<file path="src/rtl/hough_pkg.sv">
// Shared definitions for the Hough front end: default geometry, point record and
// frame-tracking FSM encodings.
package hough_pkg;

    localparam int unsigned HOUGH_WIDTH  = 640;
    localparam int unsigned HOUGH_HEIGHT = 480;
    localparam int unsigned HOUGH_XW     = 10;
    localparam int unsigned HOUGH_YW     = 9;

    typedef struct packed {
        logic [HOUGH_XW-1:0] x;
        logic [HOUGH_YW-1:0] y;
    } point_t;

    typedef enum logic [1:0] {
        StWaitFrame = 2'd0,
        StInFrame   = 2'd1,
        StFrameEnd  = 2'd2
    } frame_state_e;

endpackage

</file>
<file path="src/rtl/point_fifo.sv">
// Synchronous first-word-fall-through FIFO; head word is read straight from the
// storage registers, so outputs carry no combinational path from the inputs.
module point_fifo #(
    parameter int unsigned DEPTH = 16,
    parameter int unsigned DW    = 19
) (
    input  logic          Clk,
    input  logic          Reset,
    input  logic          push_i,
    input  logic [DW-1:0] wdata_i,
    input  logic          pop_i,
    output logic [DW-1:0] rdata_o,
    output logic          full_o,
    output logic          empty_o
);

    localparam int unsigned AW = $clog2(DEPTH);
    localparam logic [AW:0] FullCount = (AW+1)'(DEPTH);

    logic [DW-1:0] mem_q [DEPTH];
    logic [AW-1:0] wr_ptr_q, rd_ptr_q;
    logic [AW:0]   count_q;
    logic          do_push, do_pop;

    assign empty_o = (count_q == '0);
    assign full_o  = (count_q == FullCount);
    assign do_pop  = pop_i && !empty_o;
    // A pop frees the slot on the same edge, so a full FIFO still takes the push.
    assign do_push = push_i && (!full_o || do_pop);
    assign rdata_o = empty_o ? '0 : mem_q[rd_ptr_q];

    always_ff @(posedge Clk) begin
        if (Reset) begin
            wr_ptr_q <= '0;
            rd_ptr_q <= '0;
            count_q  <= '0;
        end else begin
            if (do_push) begin
                mem_q[wr_ptr_q] <= wdata_i;
                wr_ptr_q        <= wr_ptr_q + 1'b1;
            end
            if (do_pop) begin
                rd_ptr_q <= rd_ptr_q + 1'b1;
            end
            case ({do_push, do_pop})
                2'b10:   count_q <= count_q + 1'b1;
                2'b01:   count_q <= count_q - 1'b1;
                default: count_q <= count_q;
            endcase
        end
    end

endmodule

</file>
<file path="src/rtl/edge_point_extractor.sv">
// Tracks pixel coordinates within a frame, thresholds each pixel and queues the
// coordinates of edge pixels for the Hough accumulator.
module edge_point_extractor
    import hough_pkg::*;
#(
    parameter int unsigned WIDTH      = HOUGH_WIDTH,
    parameter int unsigned HEIGHT     = HOUGH_HEIGHT,
    parameter int unsigned XW         = HOUGH_XW,
    parameter int unsigned YW         = HOUGH_YW,
    parameter int unsigned FIFO_DEPTH = 16
) (
    input  logic          Clk,
    input  logic          Reset,
    input  logic [7:0]    Pixel,
    input  logic          Frame,
    input  logic          Line,
    input  logic [7:0]    Threshold,
    output logic [XW-1:0] PointX,
    output logic [YW-1:0] PointY,
    output logic          PointValid,
    input  logic          PointReady,
    output logic          FrameDone,
    output logic          Dropped,
    output logic          GeomErr
);

    localparam logic [XW-1:0] XMax = XW'(WIDTH - 1);
    localparam logic [YW-1:0] YMax = YW'(HEIGHT - 1);

    frame_state_e  state_q, state_d;
    logic          frame_q, line_q;
    logic [XW-1:0] x_q, x_d;
    logic [YW-1:0] y_q, y_d;
    logic          x_ovf_q, x_ovf_d, y_ovf_q, y_ovf_d;
    logic          dropped_q, dropped_d, geom_err_q, geom_err_d;
    logic          pt_valid_q, pt_valid_d;
    logic [XW-1:0] pt_x_q;
    logic [YW-1:0] pt_y_q;
    logic          frame_rise, pixel_valid, line_fall, is_edge;
    logic          fifo_full, fifo_empty;
    logic [XW+YW-1:0] fifo_rdata;

    assign frame_rise  = Frame && !frame_q;
    assign pixel_valid = Frame && Line && (state_q == StInFrame);
    assign line_fall   = line_q && !Line && (state_q == StInFrame);
    assign is_edge     = (Pixel >= Threshold);

    always_comb begin
        state_d    = state_q;
        x_d        = x_q;
        y_d        = y_q;
        x_ovf_d    = x_ovf_q;
        y_ovf_d    = y_ovf_q;
        dropped_d  = dropped_q;
        geom_err_d = geom_err_q;
        pt_valid_d = 1'b0;

        if (pt_valid_q && fifo_full && !PointReady) begin
            dropped_d = 1'b1;
        end

        unique case (state_q)
            StWaitFrame, StFrameEnd: begin
                state_d = StWaitFrame;
                if (frame_rise) begin
                    state_d    = StInFrame;
                    x_d        = '0;
                    y_d        = '0;
                    x_ovf_d    = 1'b0;
                    y_ovf_d    = 1'b0;
                    dropped_d  = 1'b0;
                    geom_err_d = 1'b0;
                end
            end
            StInFrame: begin
                if (!Frame) begin
                    state_d = StFrameEnd;
                end
                // Overflow flags mark a coordinate that has already used its last legal value.
                if (pixel_valid) begin
                    if (x_ovf_q || y_ovf_q) begin
                        geom_err_d = 1'b1;
                    end else begin
                        pt_valid_d = is_edge;
                        if (x_q == XMax) x_ovf_d = 1'b1;
                        else             x_d     = x_q + 1'b1;
                    end
                end
                if (line_fall) begin
                    x_d     = '0;
                    x_ovf_d = 1'b0;
                    if (y_q == YMax) y_ovf_d = 1'b1;
                    else             y_d     = y_q + 1'b1;
                end
            end
            default: state_d = StWaitFrame;
        endcase
    end

    always_ff @(posedge Clk) begin
        if (Reset) begin
            state_q    <= StWaitFrame;
            // Treat Frame as already high so a reset inside a frame cannot fake a rise.
            frame_q    <= 1'b1;
            line_q     <= 1'b0;
            x_q        <= '0;
            y_q        <= '0;
            x_ovf_q    <= 1'b0;
            y_ovf_q    <= 1'b0;
            dropped_q  <= 1'b0;
            geom_err_q <= 1'b0;
            pt_valid_q <= 1'b0;
            pt_x_q     <= '0;
            pt_y_q     <= '0;
        end else begin
            state_q    <= state_d;
            frame_q    <= Frame;
            line_q     <= Line;
            x_q        <= x_d;
            y_q        <= y_d;
            x_ovf_q    <= x_ovf_d;
            y_ovf_q    <= y_ovf_d;
            dropped_q  <= dropped_d;
            geom_err_q <= geom_err_d;
            pt_valid_q <= pt_valid_d;
            pt_x_q     <= x_q;
            pt_y_q     <= y_q;
        end
    end

    point_fifo #(
        .DEPTH (FIFO_DEPTH),
        .DW    (XW + YW)
    ) u_point_fifo (
        .Clk     (Clk),
        .Reset   (Reset),
        .push_i  (pt_valid_q),
        .wdata_i ({pt_x_q, pt_y_q}),
        .pop_i   (PointReady),
        .rdata_o (fifo_rdata),
        .full_o  (fifo_full),
        .empty_o (fifo_empty)
    );

    assign PointX     = fifo_rdata[XW+YW-1:YW];
    assign PointY     = fifo_rdata[YW-1:0];
    assign PointValid = !fifo_empty;
    assign FrameDone  = (state_q == StFrameEnd);
    assign Dropped    = dropped_q;
    assign GeomErr    = geom_err_q;

endmodule

</file>
<file path="config.mk">
export PLATFORM = sky130hd
export DESIGN_NAME = edge_point_extractor
export DESIGN_NICKNAME = d
export VERILOG_FILES = /design/src/rtl/hough_pkg.sv /design/src/rtl/point_fifo.sv /design/src/rtl/edge_point_extractor.sv
export SDC_FILE = /design/constraint.sdc
export NUM_CORES = 1
export LEC_CHECK = 0
export CORE_UTILIZATION = 65
export CTS_CLUSTER_SIZE = 16
export DETAILED_ROUTE_END_ITERATION = 10
export GPL_TIMING_DRIVEN = 0
export HOLD_SLACK_MARGIN = 0.1
export MAX_ROUTING_LAYER = met4
export PLACE_DENSITY = 0.8
export SLEW_MARGIN = 5
export SYNTH_ARGS = -nofsm -noshare
export SYNTH_HDL_FRONTEND = slang
export SYNTH_HIERARCHICAL = 1
export SYNTH_SLANG_ARGS = --single-unit
</file>
<file path="constraint.sdc">
create_clock -name Clk -period 7.4 [get_ports Clk]
set_input_delay 1.11 -clock Clk [delete_from_list [all_inputs] [get_ports Clk]]
set_output_delay 1.11 -clock Clk [all_outputs]
set_load 0.005 [all_outputs]
</file>
-- Yosys cells after proc, flatten, opt, wreduce, memory -nomap -nowiden
Memory sizes are Yosys's and may differ from the RTL's. A register that Yosys moved wholly into a read port is not among the register bits.
Index checks and enable logic that the tools add are counted.
- reductions and logical operators: 27
- add/sub/neg operators: 6
- bitwise logic cells: 2
- equal/unequal tests: 18
- order comparisons: 1
- mux-type cells: 35
- operators with widths (kind ; count):
    $mux 10 ; 5
    $mux 9 ; 3
    $pmux 10 s2 ; 1
    $mux 19 ; 1
    $pmux 9 s2 ; 1
    $mux 1 ; 16
    $reduce_and 4->1 ; 3
    $add 10x1->10 const B ; 1
    $eq 10x10->1 const B ; 1
    $ne 2x2->1 const B ; 5
    $pmux 5 s2 ; 1
    $reduce_and 5->1 ; 2
    $add 9x1->9 const B ; 1
    $eq 9x9->1 const B ; 1
    $logic_and 1x1->1 ; 9
    $ne 3x3->1 const B ; 3
    $add 4x1->4 const B ; 2
    $ge 8x8->1 ; 1
    $mux 4 ; 2
    $pmux 1 s2 ; 3
    $add 5x1->5 const B ; 1
    $eq 5x5->1 const B ; 1
    $logic_not 1->1 ; 5
    $logic_not 5->1 ; 1
    other kinds (13) ; 19
- output and inout bits: 23
- logic and storage cells: 105
- RAM bits: 304
- register bits: 60
- memories: 1
- input bits: 21
- memories (memory ; words ; width ; read ports ; clocked after memory_dff ; wr ports ; RTL line ; RTL):
    u_point_fifo.mem_q ; 16 ; 19 ; 1 ; 1 ; 1 ; point_fifo.sv:20 ; logic [DW-1:0] mem_q [DEPTH];

-- Logic depth before layout (Yosys ltp)
Gate-level depths: netlist of run 1.
- depth in word-level cells: 8
- gate-level depth with buffers: 9
- depth with buffers taken out: 8

-- Modules after synthesis
Netlist of run 1, hierarchy kept.
- modules (own cells, without submodules) (module ; cells an instance ; seq. area each (sq um) ; area an instance (sq um) ; instances):
    point_fifo ; 597 ; 9469.1 ; 12832.3 ; 1
    edge_point_extractor ; 221 ; 940.9 ; 2073.2 ; 1

-- Least setup slack after synthesis of run 1
Ideal clock, no wire load.
- path kind: input to register
- start point: input PointReady
- end point: memory u_point_fifo.mem_q[0][0] (enable)
- stages on the path: 5
- path slack: 3664 ps
- buffers on the path: 1
- arrival: 3317 ps
- path through: clkbuf_1 > nor2b_1 > a211oi_1 > nand2_1 > nor3_1
- longest elaborated chain between the ends: 6
- RTL lines (item ; RTL line ; RTL):
    start: declaration ; edge_point_extractor.sv:21 ; input logic PointReady,
    $logic_and 1x1->1 ; point_fifo.sv:27 ; assign do_pop = pop_i && !empty_o;
    $logic_or 1x1->1 ; point_fifo.sv:29 ; assign do_push = push_i && (!full_o || do_pop);
    $logic_and 1x1->1 ; point_fifo.sv:29 ;
    $mux 1 ; point_fifo.sv:38 ; if (do_push) begin
    $mux 1 ; point_fifo.sv:33 ; if (Reset) begin
    $mux 1 (not written as such) ; point_fifo.sv:39 ; mem_q[wr_ptr_q] <= wdata_i;
    end: declaration ; point_fifo.sv:20 ;
No other way between the ends.

==> impl_metrics.csv, run 1 <==
group,metric,value,unit
outcome,status,"complete, no violations",
global_route,grt_first_pass_wirelength,48.0,mm
timing,tightest_slew,0.884,ns
power,power_leakage,5.82,nW
floorplan,die_area,23500,um2
timing,fin_skew,0.0168,ns
cts,clk_pin_slew,0.06,ns
floorplan,num_rows,55,
setup_path,worstSetupEndpointType,"primary output",
cts,cts_root_buffer,"clkbuf_16",
logic_synthesis,avgSynthCellArea,18.2,um2
final_layout,fin_area,17200,um2
logic_synthesis,synth_cells,818,
cts,cts_buffers,37,
timing,hold_violations,0,
job,maxCapViolations,0,
global_route,grt_max_degree,17,
final_layout,final_cell_mix,"edfxtp_1 (304), dfxtp_1 (64), mux4_2 (52)",
logic_synthesis,ys_seq_area_share,69.8,%
global_route,grt_use_total,28.7,%
min_path,worstHoldPathCells,2,
place,dpl_worst_slack,3.35,ns
detailed_routing,firstDrtPassIters,5,
timing,period_needed,4.56,ns
cts,cts_tree,"built",
final_layout,diodes,0,
logic_synthesis,synth_top_area_share,61.2,%
floorplan,initial_core_util,66.0,%
logic_synthesis,async_reset_ff_share,0,%
cts,htree_levels,2,
logic_synthesis,yosysTopAreaCell,"edfxtp_1",
global_route,grt.overflow.total,0,
final_layout,syn2layout_area_growth,15.2,%
setup_path,cp.required,6.29,ns
detailed_routing,first_iter_violations,813,
timing,fin_crit_sh,61.6,%
floorplan,die_h,153,um
logic_synthesis,syn-num-nets,858,
place,place_hpwl,20.3,mm
floorplan,die_w,153,um
detailed_routing,num_vias,8012,
logic_synthesis,synth-main-ff-cell,"edfxtp_1",
setup_path,reg2reg_depth,6,
timing,clock.fmax,219,MHz
logic_synthesis,synth_area,14900,um2
cts,cts_hold_buf,0,
setup_path,worstPathArrival,3.45,ns
min_path,hold_class,"reg2reg",
global_route,antenna_found_initial,0,
floorplan,core,22600,um2
timing,timing.hold.ws,0.480,ns
timing,maxSlewViolCount,0,
final_layout,nNetsFinal,960,
logic_synthesis,synth_area_leaders,"edfxtp_1 (61%), dfxtp_1 (8.6%), mux4_2 (7.9%)",
cts,clock_tree.buffer_depth,3,
logic_synthesis,synth_cell_types,78,
detailed_routing,vias_per_cell,6.52,
logic_synthesis,synth_edf_count,304,
timing,fin_setup_tns,0,ns
timing,rsz0062_at_grt,"no",
detailed_routing,routedWlPerCell,25.4,um
timing,setup_ws,2.84,ns
setup_path,start_kind,"flip-flop",
floorplan,design.portCount,44,
place,gp_congestion,0.847,
global_route,grt_pass1_vias,8393,
place,placed_cell_area,16000,um2
detailed_routing,ant_nets,0,
logic_synthesis,yosys_warnings,6,
detailed_routing,drc,0,
power,ir_worst_vdd,244,uV
timing,maxSlewHeadroom,40.5,%
timing,setup_viol,0,
logic_synthesis,ys_seq_elements,368,
setup_path,critPathMaxFanout,10,
place,port_buffers,43,
setup_path,timing_worst_setup_path_type,"reg2out",
final_layout,drive_gt1_share,23.8,%
cts,clkSinkCount,368,
detailed_routing,finalWirelength,31.2,mm
final_layout,final_common_cell,"edfxtp_1",
cts,clock_latency,0.51,ns
cts,post_cts_buffers,0,
power,pwr_density_cell,297,nW/um2
cts,cts_resized,0,
==> path summary, 6_finish.rpt <==
kind / slack (ns) / startpoint / to
max reg2reg: 4.53 / u_point_fifo/count_q[4] / u_point_fifo/mem_q[9][10]
min reg2reg: 0.48 / GeomErr / GeomErr
min: 0.48 / GeomErr / GeomErr
max: 2.84 / flip-flop / PointX[0]
==> cell families after synthesis <==
| family | count (synthesis) | share of synthesized area (%) |
|---|---|---|
| buffers and inverters | 59 | 2.22 |
| xor gates and xnor gates | 12 | 0.705 |
| muxes | 99 | 13.8 |
| DFF | 368 | 69.8 |
| and+or+nand+nor | 180 | 7.46 |
| adders and majority gates | 19 | 1.65 |
| AOI/OAI and AO/OA | 81 | 4.33 |
==> synthesized netlist by cell type, drive strengths merged (4+ instances only) <==
library cell / n
a211oi: 6
a21oi: 12
a221o: 19
a31oi: 4
and2b: 21
buf: 19
clkbuf: 15
dfxtp: 64
edfxtp: 304
ha: 18
inv: 24
mux2: 20
mux4: 76
nand2: 21
nand2b: 7
nand3: 13
nand4: 7
nor2: 49
nor2b: 22
nor3: 11
o211ai: 4
o21ai: 16
or3: 5
xnor2: 5
xor2: 7
==> area by class of cell <==
type | count | area, um2
buffer | 35 | 241
tap | 285 | 357
timing repair buffer | 63 | 722
inverter | 24 | 90.1
clock inverter | 7 | 109
fill | 1235 | 5410
clock buffer | 55 | 1020
sequential | 368 | 10400
multi-input combinational | 391 | 4210
==> stage by stage <==
stage	power (mW)	instances	util [%]
floorplan	2.95	818	-
global placement	3.32	1146	69.5
detailed placement	3.36	1166	71.0
CTS	5.13	1228	76.1
global route	5.27	1228	76.1
finish	5.11	1228	76.1
==> layer usage <==
metal,global-route usage [%],part of all wire (%),vias up
li1,-,-,3482
met1,35.9,38,4083
met2,48.5,53,367
met3,4.34,6.0,80
met4,9.67,3.0,0
met5,-,0,-
==> sequential cells by signal, summed over array words and instances (netlist names), named ones only <==
name                   count
state_q                    2
pt_valid_q                 1
u_point_fifo/rd_ptr_q      4
pt_y_q                     9
y_ovf_q                    1
x_q                       10
line_q                     1
y_q                        9
u_point_fifo/mem_q       304
GeomErr                    1
u_point_fifo/wr_ptr_q      4
pt_x_q                    10
u_point_fifo/count_q       5
x_ovf_q                    1
Dropped                    1
frame_q                    1
==> worst max-delay path, cell delays in order (launching register included) <==
cell	delay, ns
dfxtp_1	0.40
buf_2	0.32
buf_1	0.71
mux4_1	0.41
mux2_2	0.30
a221o_1	0.33
clkdlybuf4s50_1	0.46
==> report_power, final <==
group,total [mW],internal [mW],switching [mW]
Sequential,2.26,2.23,0.0272
Combinational,1.08,0.569,0.509
Clock,1.77,1.06,0.716
Total,5.11,3.86,1.25
Note: power is estimated with default switching activity, not from simulation.
==> run 2: changes to the inputs <==
- CORE_UTILIZATION: 65 -> 61
- PLACE_DENSITY: 0.8 -> 0.75
- clock period: 7.4 -> 4.4 ns (I/O delays scaled with it)
==> impl_metrics.csv, run 2 (synthesis gave the netlist of run 1 again) <==
group,metric,value,unit
detailed_routing,firstDrtPassIters,8,
timing,clock.fmax,239,MHz
cts,htree_levels,2,
timing,timing.hold.ws,0.475,ns
detailed_routing,ant_nets,0,
setup_path,slowest_stage,"buf_1",
setup_path,worstSetupEndpointType,"primary output",
min_path,hold_class,"reg2reg",
floorplan,initial_core_util,62.8,%
power,power_leakage,5.76,nW
cts,clkSinkCount,368,
detailed_routing,drc,0,
min_path,worst_hold_path.endpoint,"GeomErr",
cts,cts_buffers,36,
floorplan,num_rows,56,
final_layout,finalNonFillerCells,1263,
cts,cts_root_buffer,"clkbuf_16",
global_route,grt.overflow.total,0,
outcome,status,"complete, no violations",
final_layout,largest_register_ff_count,304,
cts,post_cts_buffers,0,
detailed_routing,first_iter_violations,667,
global_route,grt_max_degree,17,
timing,rsz0062_at_grt,"no",
final_layout,final_cell_mix,"edfxtp_1 (304), dfxtp_1 (64), mux4_2 (52)",
timing,setup_viol,0,
setup_path,r2r_end,"u_point_fifo/mem_q[8][15]",
place,port_buffers,43,
cts,cts_resized,0,
setup_path,cp.required,3.74,ns
floorplan,die_h,158,um
power,fin_total_pwr,8.57,mW
floorplan,die_area,25100,um2
setup_path,cp_num_buf_inv,3,
global_route,grt_pass1_vias,8110,
power,ir_worst_vdd,466,uV
final_layout,diodes,0,
place,dp_cells,1200,
setup_path,start_kind,"flip-flop",
detailed_routing,routedWlPerCell,23.7,um
timing,maxSlewViolCount,0,
timing,fin_setup_tns,0,ns
detailed_routing,vias_per_cell,6.19,
setup_path,worstPathArrival,3.52,ns
timing,period_needed,4.18,ns
final_layout,drive_gt1_share,24.3,%
final_layout,fillers,1370,
floorplan,design.portCount,44,
job,maxCapViolations,0,
setup_path,timing_worst_setup_path_type,"reg2out",
global_route,grt_first_pass_wirelength,46.1,mm
cts,clk_pin_slew,0.06,ns
final_layout,final_common_cell,"edfxtp_1",
timing,fin_crit_sh,94.9,%
final_layout,largest_register,"u_point_fifo/mem_q",
timing,hold_violations,0,
setup_path,reg2reg_slack,1.56,ns
cts,clock_tree.buffer_depth,3,
final_layout,syn2layout_area_growth,15.4,%
setup_path,cp_top_family,"buffers and inverters",
cts,clock_latency,0.52,ns
min_path,worstHoldPathCells,2,
setup_path,cpPeakStageDelay,0.72,ns
cts,cts_tree,"built",
min_path,hp-start,"GeomErr",
place,gp_congestion,0.855,
global_route,grt_use_total,26.1,%
power,pwr_density_cell,498,nW/um2
final_layout,nNetsFinal,959,
global_route,antenna_found_initial,0,
timing,setup_ws,0.223,ns
detailed_routing,finalWirelength,29.9,mm
setup_path,crit_chain,"buf_2, buf_1, mux4_1, mux2_2, a221o_1, clkdlybuf4s50_1",
setup_path,reg2reg_depth,6,
place,place_hpwl,20.4,mm
detailed_routing,num_vias,7822,
timing,fin_skew,0.0162,ns
floorplan,die_w,158,um
place,dpl_worst_slack,0.748,ns
cts,cts_hold_buf,0,
timing,tightest_slew,0.913,ns
setup_path,critPathMaxFanout,10,
timing,maxSlewHeadroom,39.1,%
floorplan,core,23800,um2
final_layout,top_regs,"u_point_fifo/mem_q (304), pt_x_q (10), x_q (10)",
setup_path,reg2reg_from,"u_point_fifo/count_q[4]",
## run 2: cell count changes in the layout (fill, tap and decap cells not counted)
cell,previous run,this run
inv_6,0,3
buf_8,11,10
clkinv_2,3,5
buf_6,11,6
clkbuf_8,7,6
buf_4,5,11
clkinvlp_4,0,1
clkinv_1,1,4
clkbuf_1,26,19
## run 2: layer usage
metal,routed length [um],share of wire [%],GRT usage [%]
met5,0,0,-
met3,1410,4.7,3.16
met2,15800,53,44.4
met4,586,2.0,6.87
met1,12200,41,33.8
## run 2: tightest hold or removal path, stage by stage, from the launching register on
cell and delay (ns):
dfxtp_1 0.31, inv_1 0.04, o21ai_0 0.07
## run 2: where the power goes
part           leakage (nW)  internal (mW)  switching (mW)
clock network         0.562           1.76            1.23
logic                  1.88          0.953           0.833
registers              3.32           3.75          0.0444
## run 2: stage by stage
stage	instance area [um2]	utilization (%)
4_1_cts	17200	72.4
3_5_place_dp	16100	67.6
5_1_grt	17200	72.4
2_1_floorplan	14900	-
3_3_place_gp	15700	66.2
6_report	17200	72.4
## run 2: layout make-up
cell class              count  area [um2]  area share [%]
repair buffers             63         696            4.05
plain buffers              35         241            1.40
multi-input cells         391        4210            24.5
flip-flops and latches    368       10400            60.5
clock inverters            16         164           0.953
clock buffers              47         983            5.72
inverters                  24        90.1           0.524
well taps                 319         399            2.32
## run 2: worst max-delay path by stage
| stage | startpoint | end | slack (ns) | cells after the start |
|---|---|---|---|---|
| final | flip-flop | PointX[7] | 0.22 | 6 |
| after global routing | flip-flop | PointX[7] | 0.14 | 6 |
| after CTS | flip-flop | PointX[7] | 0.22 | 6 |
| after detailed placement | flip-flop | PointX[7] | 0.75 | 6 |
| after global placement | PointReady | u_point_fifo/mem_q[1][13] | -0.83 | 6 |
| after floorplan | PointReady | u_point_fifo/mem_q[0][0] | 1.11 | 5 |
